`config.mk`:
```
export PLATFORM = sky130hd
export DESIGN_NAME = mem_wb_stage
export DESIGN_NICKNAME = d
export VERILOG_FILES = /design/src/rtl/mem_wb_stage.sv
export SDC_FILE = /design/constraint.sdc
export NUM_CORES = 1
export LEC_CHECK = 0
export ABC_AREA = 1
export CORE_ASPECT_RATIO = 1.2
export CORE_MARGIN = 1
export CORE_UTILIZATION = 45
export DETAILED_ROUTE_END_ITERATION = 10
export PLACE_DENSITY = 0.79
export SYNTH_ARGS = -nofsm -noshare
export SYNTH_HDL_FRONTEND = slang
export SYNTH_SLANG_ARGS = --single-unit
export TNS_END_PERCENT = 5
```
`constraint.sdc`:
```
create_clock -name clock -period 2.4 [get_ports clock]
set_input_delay 0.24 -clock clock [delete_from_list [all_inputs] [get_ports clock]]
set_output_delay 0.24 -clock clock [all_outputs]
set_load 0.005 [all_outputs]
```
`src/rtl/mem_wb_stage.sv`:
```
// mem_wb_stage: MEM->WB pipeline register with flush/stall, halt-on-stop and saturating perf counters.
module mem_wb_stage #(
    parameter logic [7:0] NOP_IR = 8'h0A,
    parameter int         CNT_W  = 16
) (
    input  logic             clock,
    input  logic             reset,
    input  logic [7:0]       ir3,
    input  logic             en_mem,
    input  logic [7:0]       alu_out3,
    input  logic [7:0]       mem_rdata,
    input  logic             stall,
    input  logic             flush,
    input  logic             stop_wb,
    output logic [7:0]       ir4,
    output logic             en_wb,
    output logic [7:0]       aluout4,
    output logic [7:0]       mdr4,
    output logic             halted,
    output logic [CNT_W-1:0] cycle_count,
    output logic [CNT_W-1:0] instr_count
);
    logic cyc_inc, ins_inc;
    always_comb begin
        cyc_inc = ~&cycle_count;
        ins_inc = en_wb & ~stop_wb & ~&instr_count;
    end
    always_ff @(posedge clock) begin
        if (reset) begin
            ir4         <= NOP_IR;
            en_wb       <= 1'b0;
            aluout4     <= 8'h00;
            mdr4        <= 8'h00;
            halted      <= 1'b0;
            cycle_count <= '0;
            instr_count <= '0;
        end else if (halted) begin
            en_wb <= 1'b0;
        end else begin
            halted      <= en_wb & stop_wb;
            cycle_count <= cycle_count + {{(CNT_W-1){1'b0}}, cyc_inc};
            instr_count <= instr_count + {{(CNT_W-1){1'b0}}, ins_inc};
            if (flush) begin
                ir4   <= NOP_IR;
                en_wb <= 1'b0;
            end else if (stall) begin
                en_wb <= 1'b0;
            end else begin
                ir4     <= ir3;
                aluout4 <= alu_out3;
                mdr4    <= mem_rdata;
                en_wb   <= en_mem;
            end
        end
    end
endmodule

```
==> results of run 1 <==
Yosys cell counts, types with 2 or more instances:
cell type and count:
nand4_1 4, nand2_1 77, clkbuf_1 3, ha_1 5, buf_1 2, nand3_1 17, and2_1 2, o21ai_0 28
nor3_1 4, o21ai_1 3, o21bai_1 5, nor2_1 92, buf_4 2, nor3_4 2, inv_1 31, dfxtp_1 58
nor2_2 2, xor2_1 2, a21oi_1 20
worst register-to-register path, stage by stage (launching register included):
cell and delay [ns]:
dfxtp_1 0.46, nand4_1 0.13, nor3_1 0.29, a21oi_1 0.12, ha_1 0.20, ha_1 0.19
inv_1 0.06, nor2_1 0.05, nand2_1 0.13, nor2_1 0.06, nand2_1 0.07, nand2_1 0.05
inv_1 0.04, nor2_1 0.03
power groups by stage:
stage               Combinational [uW]  Sequential (uW)  Clock, uW
floorplan                         73.5             1040          0
global placement                   200             1040          0
detailed placement                 202             1040          0
CTS                                204             1020        841
global route                       225             1020        881
finish                             201             1020        821
cell families (layout without fill, tap and decap cells):
| kind of cell | count (synthesis) | after routing |
|---|---|---|
| compound gates | 57 | 57 |
| buf+inv | 42 | 140 |
| simple gates | 204 | 204 |
| flops | 58 | 58 |
| fa+ha+maj | 5 | 5 |
| xor+xnor | 2 | 2 |
registers in the layout, indices dropped and copies added, names as in the netlist:
register and cells:
halted 1, aluout4 8, instr_count 16, mdr4 8, cycle_count 16, ir4 8
en_wb 1
worst paths after layout:
check	from	end	slack (ns)	cells after the start
worst max-delay path	instr_count[12]	instr_count[10]	0.40	13
worst min register to register	ir4[6]	ir4[6]	0.47	2
worst max register to register	instr_count[12]	instr_count[10]	0.40	13
worst min-delay path	en_mem	en_wb	0.43	3
metrics by stage:
step	setup WS [ns]	cell area [um^2]	instances	power, uW
after floorplan	0.679	2590	368	1110
after global placement	0.421	3520	512	1240
after detailed placement	0.357	3520	512	1240
after CTS	0.408	3700	528	2060
after global routing	0.223	3700	528	2130
final	0.399	3700	528	2040
layer usage:
| layer | vias to the layer above | global-route usage | routed length (um) |
|---|---|---|---|
| li1 | 1359 | - | - |
| met4 | 0 | 0.107 | 123 |
| met5 | - | 0 | 0 |
| met1 | 1201 | 0.251 | 2570 |
| met2 | 87 | 0.403 | 3080 |
| met3 | 8 | 0.0689 | 559 |
area by class of cell:
cell class                 count  area, um^2  area share
clock inverter                 2        10.0     0.00271
timing repair buffer          91         901       0.243
sequential                    58        1160       0.314
tap                           62        77.6      0.0210
inverter                      33         129      0.0348
multi-input combinational    268        1250       0.338
clock buffer                  14         173      0.0467
==> results.toml, run 1 <==
[clock_tree]
cts_resized = 0
clk_latency_ns = 0.33
htree_levels = 3
cts_inserted_buffers = 9
cts_tree = "yes"
clockRootBuffer = "clkbuf_8"
post-cts-setup-buffer-count = 0
clockBufferDepth = 2
postCtsHoldBufs = 0
clock-sinks = 58
clkSlewWorstSetupHoldPaths_ns = 0.06

[power]
peakVddDrop_mv = 0.462
p_leak_uw = 0.00142
internal_power_uw = 1570
p_sw_frac = 0.230
net-switching-power_uw = 469
pwr-share-seq = 0.499
pwr-share-clk = 0.402
power_density_nw_per_um2 = 551
comb_power_share = 0.099

[sta]
setup_viol = 0
hold_viol = 0
fin_setup_tns_ns = 0
relSlewSlack = 0.637
rsz0062_at_grt = "false"
clock.fmax_ghz = 0.500
tightest_slew_ns = 0.543
clock_skew_ns = 0.00688
drv_slew = 0
period_minus_slack_ns = 2.00
fin_crit_sh = 0.834
hold_ws_ns = 0.435

[synthesis]
seq_area_frac_synth = 0.449
syn_inst = 368
synthFlopType = "dfxtp_1"
yosysWarningCount = 0
muxShareOfSynthArea = 0
yosys.area_share.simple = 0.335
synth_edf_count = 0
synth.area.top_cells = "dfxtp_1 (45%), nor2_1 (13%), nand2_1 (11%)"
synth_xor_area_frac = 0.00677
synth_top_family_by_area = "simple AND/OR/NAND/NOR gates"
synth_top_area_frac = 0.449
synth_compound_area_frac = 0.116
synthAdderAreaFrac = 0.0242
avgSynthCellArea_um2 = 7.03
syn-num-nets = 403
netlist_area_um2 = 2590
async_reset_ff_frac = 0
ys_seq_elements = 58
yosysTopAreaCell = "dfxtp_1"
netlist-cell-type-count = 28

[layout]
n_antenna_cell = 0
fillers = 466
areaGrowthSynthToFinish_pct = 42.9
final_common_cell = "nor2_1"
drive_gt1_frac = 0.0601
finish.utilization = 0.684
final_cell_mix = "nor2_1 (92), clkdlybuf4s50_1 (87), nand2_1 (77)"
finalNetCount = 496

[drt]
wl_mm = 6.33
vias_per_cell = 5.03
ant_nets = 0
routedWlPerCell_um = 12.0
drt-pass1-iter-count = 8
vias = 2655
drc_errors = 4
dr.first_iter.drc_count = 142

[critical_path]
critical_path_buf_inv_count = 2
worstSetupPathType = "register to register"
cp-end-kind = "register"
start_kind = "register"
required_ns = 2.63
cp_slowest_stage_delay_ns = 0.46
critPathTopFamily = "simple AND/OR/NAND/NOR gates"
crit_arrival_ns = 2.23
crit_chain = "nand4_1 > nor3_1 > a21oi_1 > ha_1 > ha_1 > inv_1 > nor2_1 > nand2_1 > nor2_1 > nand2_1 > nand2_1 > inv_1 > nor2_1"
slowest_stage = "dfxtp_1"
critPathMaxFanout = 7

[outcome]
violations = "DRC"
outcome = "complete, but fails checks"

[grt]
antenna_found_initial = 0
grt_pass1_wl_mm = 11.1
track_usage = 0.229
overflow = 0
grt_max_degree = 22
grt_pass1_vias = 2577

[floorplan]
die_x_um = 71.2
initial_core_util = 0.479
die_h_um = 85.1
die-area_um2 = 6060
ios = 88
core_um2 = 5410
rows = 29

[worst_hold_path]
min_path_type = "input pin to register"

[placed_design]
hpwl_mm = 4.71
routabilityCongestion = 0.882
port-buffer-count = 87

[run]
cap_violations = 0
Note: power is estimated with default switching activity, not from simulation.
==> run 2: changes to the inputs <==
==> constraint.sdc (replaced) <==
create_clock -name clock -period 2 [get_ports clock]
set_input_delay 0.2 -clock clock [delete_from_list [all_inputs] [get_ports clock]]
set_output_delay 0.2 -clock clock [all_outputs]
set_load 0.005 [all_outputs]
==> run 2 against run 1 <==
The run still ends with DRC left. Global-route usage rose by 1.0 points. Routed wire length rose by 5.0%. Design area rose by 2.9%. Non-clock buffer count rose by 14. Largest cell class unchanged. Sequential share of layout area fell by 0.85 points. Via count rose by 1.8%. Total power rose by 18%. Critical path depth fell by 12. Worst hold slack got worse by 0.027 ns.
==> results.toml, run 2 (same netlist as run 1, synthesis figures left out) <==
[outcome]
outcome = "complete, but fails checks"
violations = "DRC"

[layout]
multi_input_area_um2 = 1260
finalNetCount = 510
n_antenna_cell = 0
fillers = 453
final_cell_mix = "nor2_1 (89), clkdlybuf4s50_1 (87), nand2_1 (77)"
drive_gt1_frac = 0.100
finish.utilization = 0.704
top_regs = "cycle_count (16), instr_count (16)"
final_area_um2 = 3810
final_common_cell = "nor2_1"
areaGrowthSynthToFinish_pct = 47.1
regArea_um2 = 1160
finalNonFillerCells = 542

[sta]
worst_slack_ns = 0.177
clock_skew_ns = 0.00939
fin_crit_sh = 0.911
period_minus_slack_ns = 1.82
fin_setup_tns_ns = 0
drv_slew = 0
tightest_slew_ns = 0.554
rsz0062_at_grt = "false"
hold_viol = 0
clock.fmax_ghz = 0.549
setup_viol = 0
relSlewSlack = 0.630

[critical_path]
worstSetupPathType = "register to output port"
cp_slowest_stage_delay_ns = 0.67
crit_chain = "clkdlybuf4s50_1"
start_kind = "register"
critical_path_buf_inv_count = 1
slowest_stage = "dfxtp_1"
cp-end-kind = "output port"
critPathTopFamily = "flip-flops"
required_ns = 1.80
crit_arrival_ns = 1.62
critPathMaxFanout = 11

[drt]
vias = 2704
drc_errors = 4
wl_mm = 6.65
routedWlPerCell_um = 12.3
vias_per_cell = 4.99
dr.first_iter.drc_count = 155
ant_nets = 0
drt-pass1-iter-count = 7

[placed_design]
dp_cells = 526
place_ws_ns = 0.00208
routabilityCongestion = 0.896
dpl_cell_area_um2 = 3620
hpwl_mm = 4.95
port-buffer-count = 87

[grt]
track_usage = 0.240
grt_pass1_vias = 2616
antenna_found_initial = 0
grt_max_degree = 30
grt_pass1_wl_mm = 11.4
overflow = 0

[power]
power_density_nw_per_um2 = 635
p_leak_uw = 0.00149
peakVddDrop_mv = 0.464

[floorplan]
die-area_um2 = 6060
die_x_um = 71.2
initial_core_util = 0.479
die_h_um = 85.1
core_um2 = 5410
ios = 88
rows = 29

[clock_tree]
post-cts-setup-buffer-count = 0
clockRootBuffer = "clkbuf_8"
cts_inserted_buffers = 9
clock-sinks = 58
clkSlewWorstSetupHoldPaths_ns = 0.07
clockBufferDepth = 2
cts_tree = "yes"
htree_levels = 3
clk_latency_ns = 0.33

[run]
cap_violations = 0

[worst_hold_path]
min_path_type = "input pin to register"
## run 2: routing by layer
| layer | up-vias | share of wire | routed length (um) | global-route usage |
|---|---|---|---|---|
| li1 | 1392 | - | - | - |
| met1 | 1215 | 0.42 | 2800 | 0.278 |
| met2 | 88 | 0.48 | 3220 | 0.409 |
| met3 | 9 | 0.081 | 538 | 0.0784 |
| met4 | 0 | 0.013 | 88 | 0.0909 |
| met5 | - | 0 | 0 | 0 |
## run 2: final timing paths
kind / cells after the start / slack (ns) / end / from
setup / recovery: 1 / 0.18 / halted / halted
hold / removal: 3 / 0.41 / en_wb / en_mem
setup reg to reg: 13 / 0.20 / instr_count[10] / instr_count[9]
hold reg to reg: 2 / 0.47 / ir4[0] / ir4[0]
## run 2: final cells by class
cell class / count / area share
Tap cell: 62 / 0.0204
Multi-Input combinational cell: 268 / 0.331
Clock buffer: 11 / 0.0371
Timing Repair Buffer: 105 / 0.264
Clock inverter: 5 / 0.00789
Sequential cell: 58 / 0.305
Inverter: 33 / 0.0338
## run 2: what timing repair did
item / CTS / global route
hold buffers: 0 / 0
setup endpoints to repair: 0 / 5
resized for setup: 0 / 6
## run 2: worst reg2reg max path: stages, from the launching register on
cell	delay (ns)
dfxtp_1	0.38
nand2_1	0.10
nor3_2	0.24
a21oi_1	0.11
ha_1	0.20
ha_1	0.19
inv_1	0.07
nor2_2	0.04
nand2_1	0.13
nor2_2	0.05
nand2_1	0.07
nand2_1	0.05
inv_1	0.04
nor2_1	0.03
## run 2: stage by stage
| step | total power (uW) | hold slack, ns |
|---|---|---|
| final | 2420 | 0.408 |
| after global routing | 2520 | 0.440 |
| after CTS | 2430 | 0.390 |
| after detailed placement | 1500 | 0.457 |
| after global placement | 1490 | 0.447 |
| after floorplan | 1330 | 0.279 |
## run 2: report_power, final
group          switching [uW]  internal [uW]  leakage, uW
Clock                     470            476    0.0000851
Combinational             105            150     0.000930
Sequential               22.9           1190     0.000472
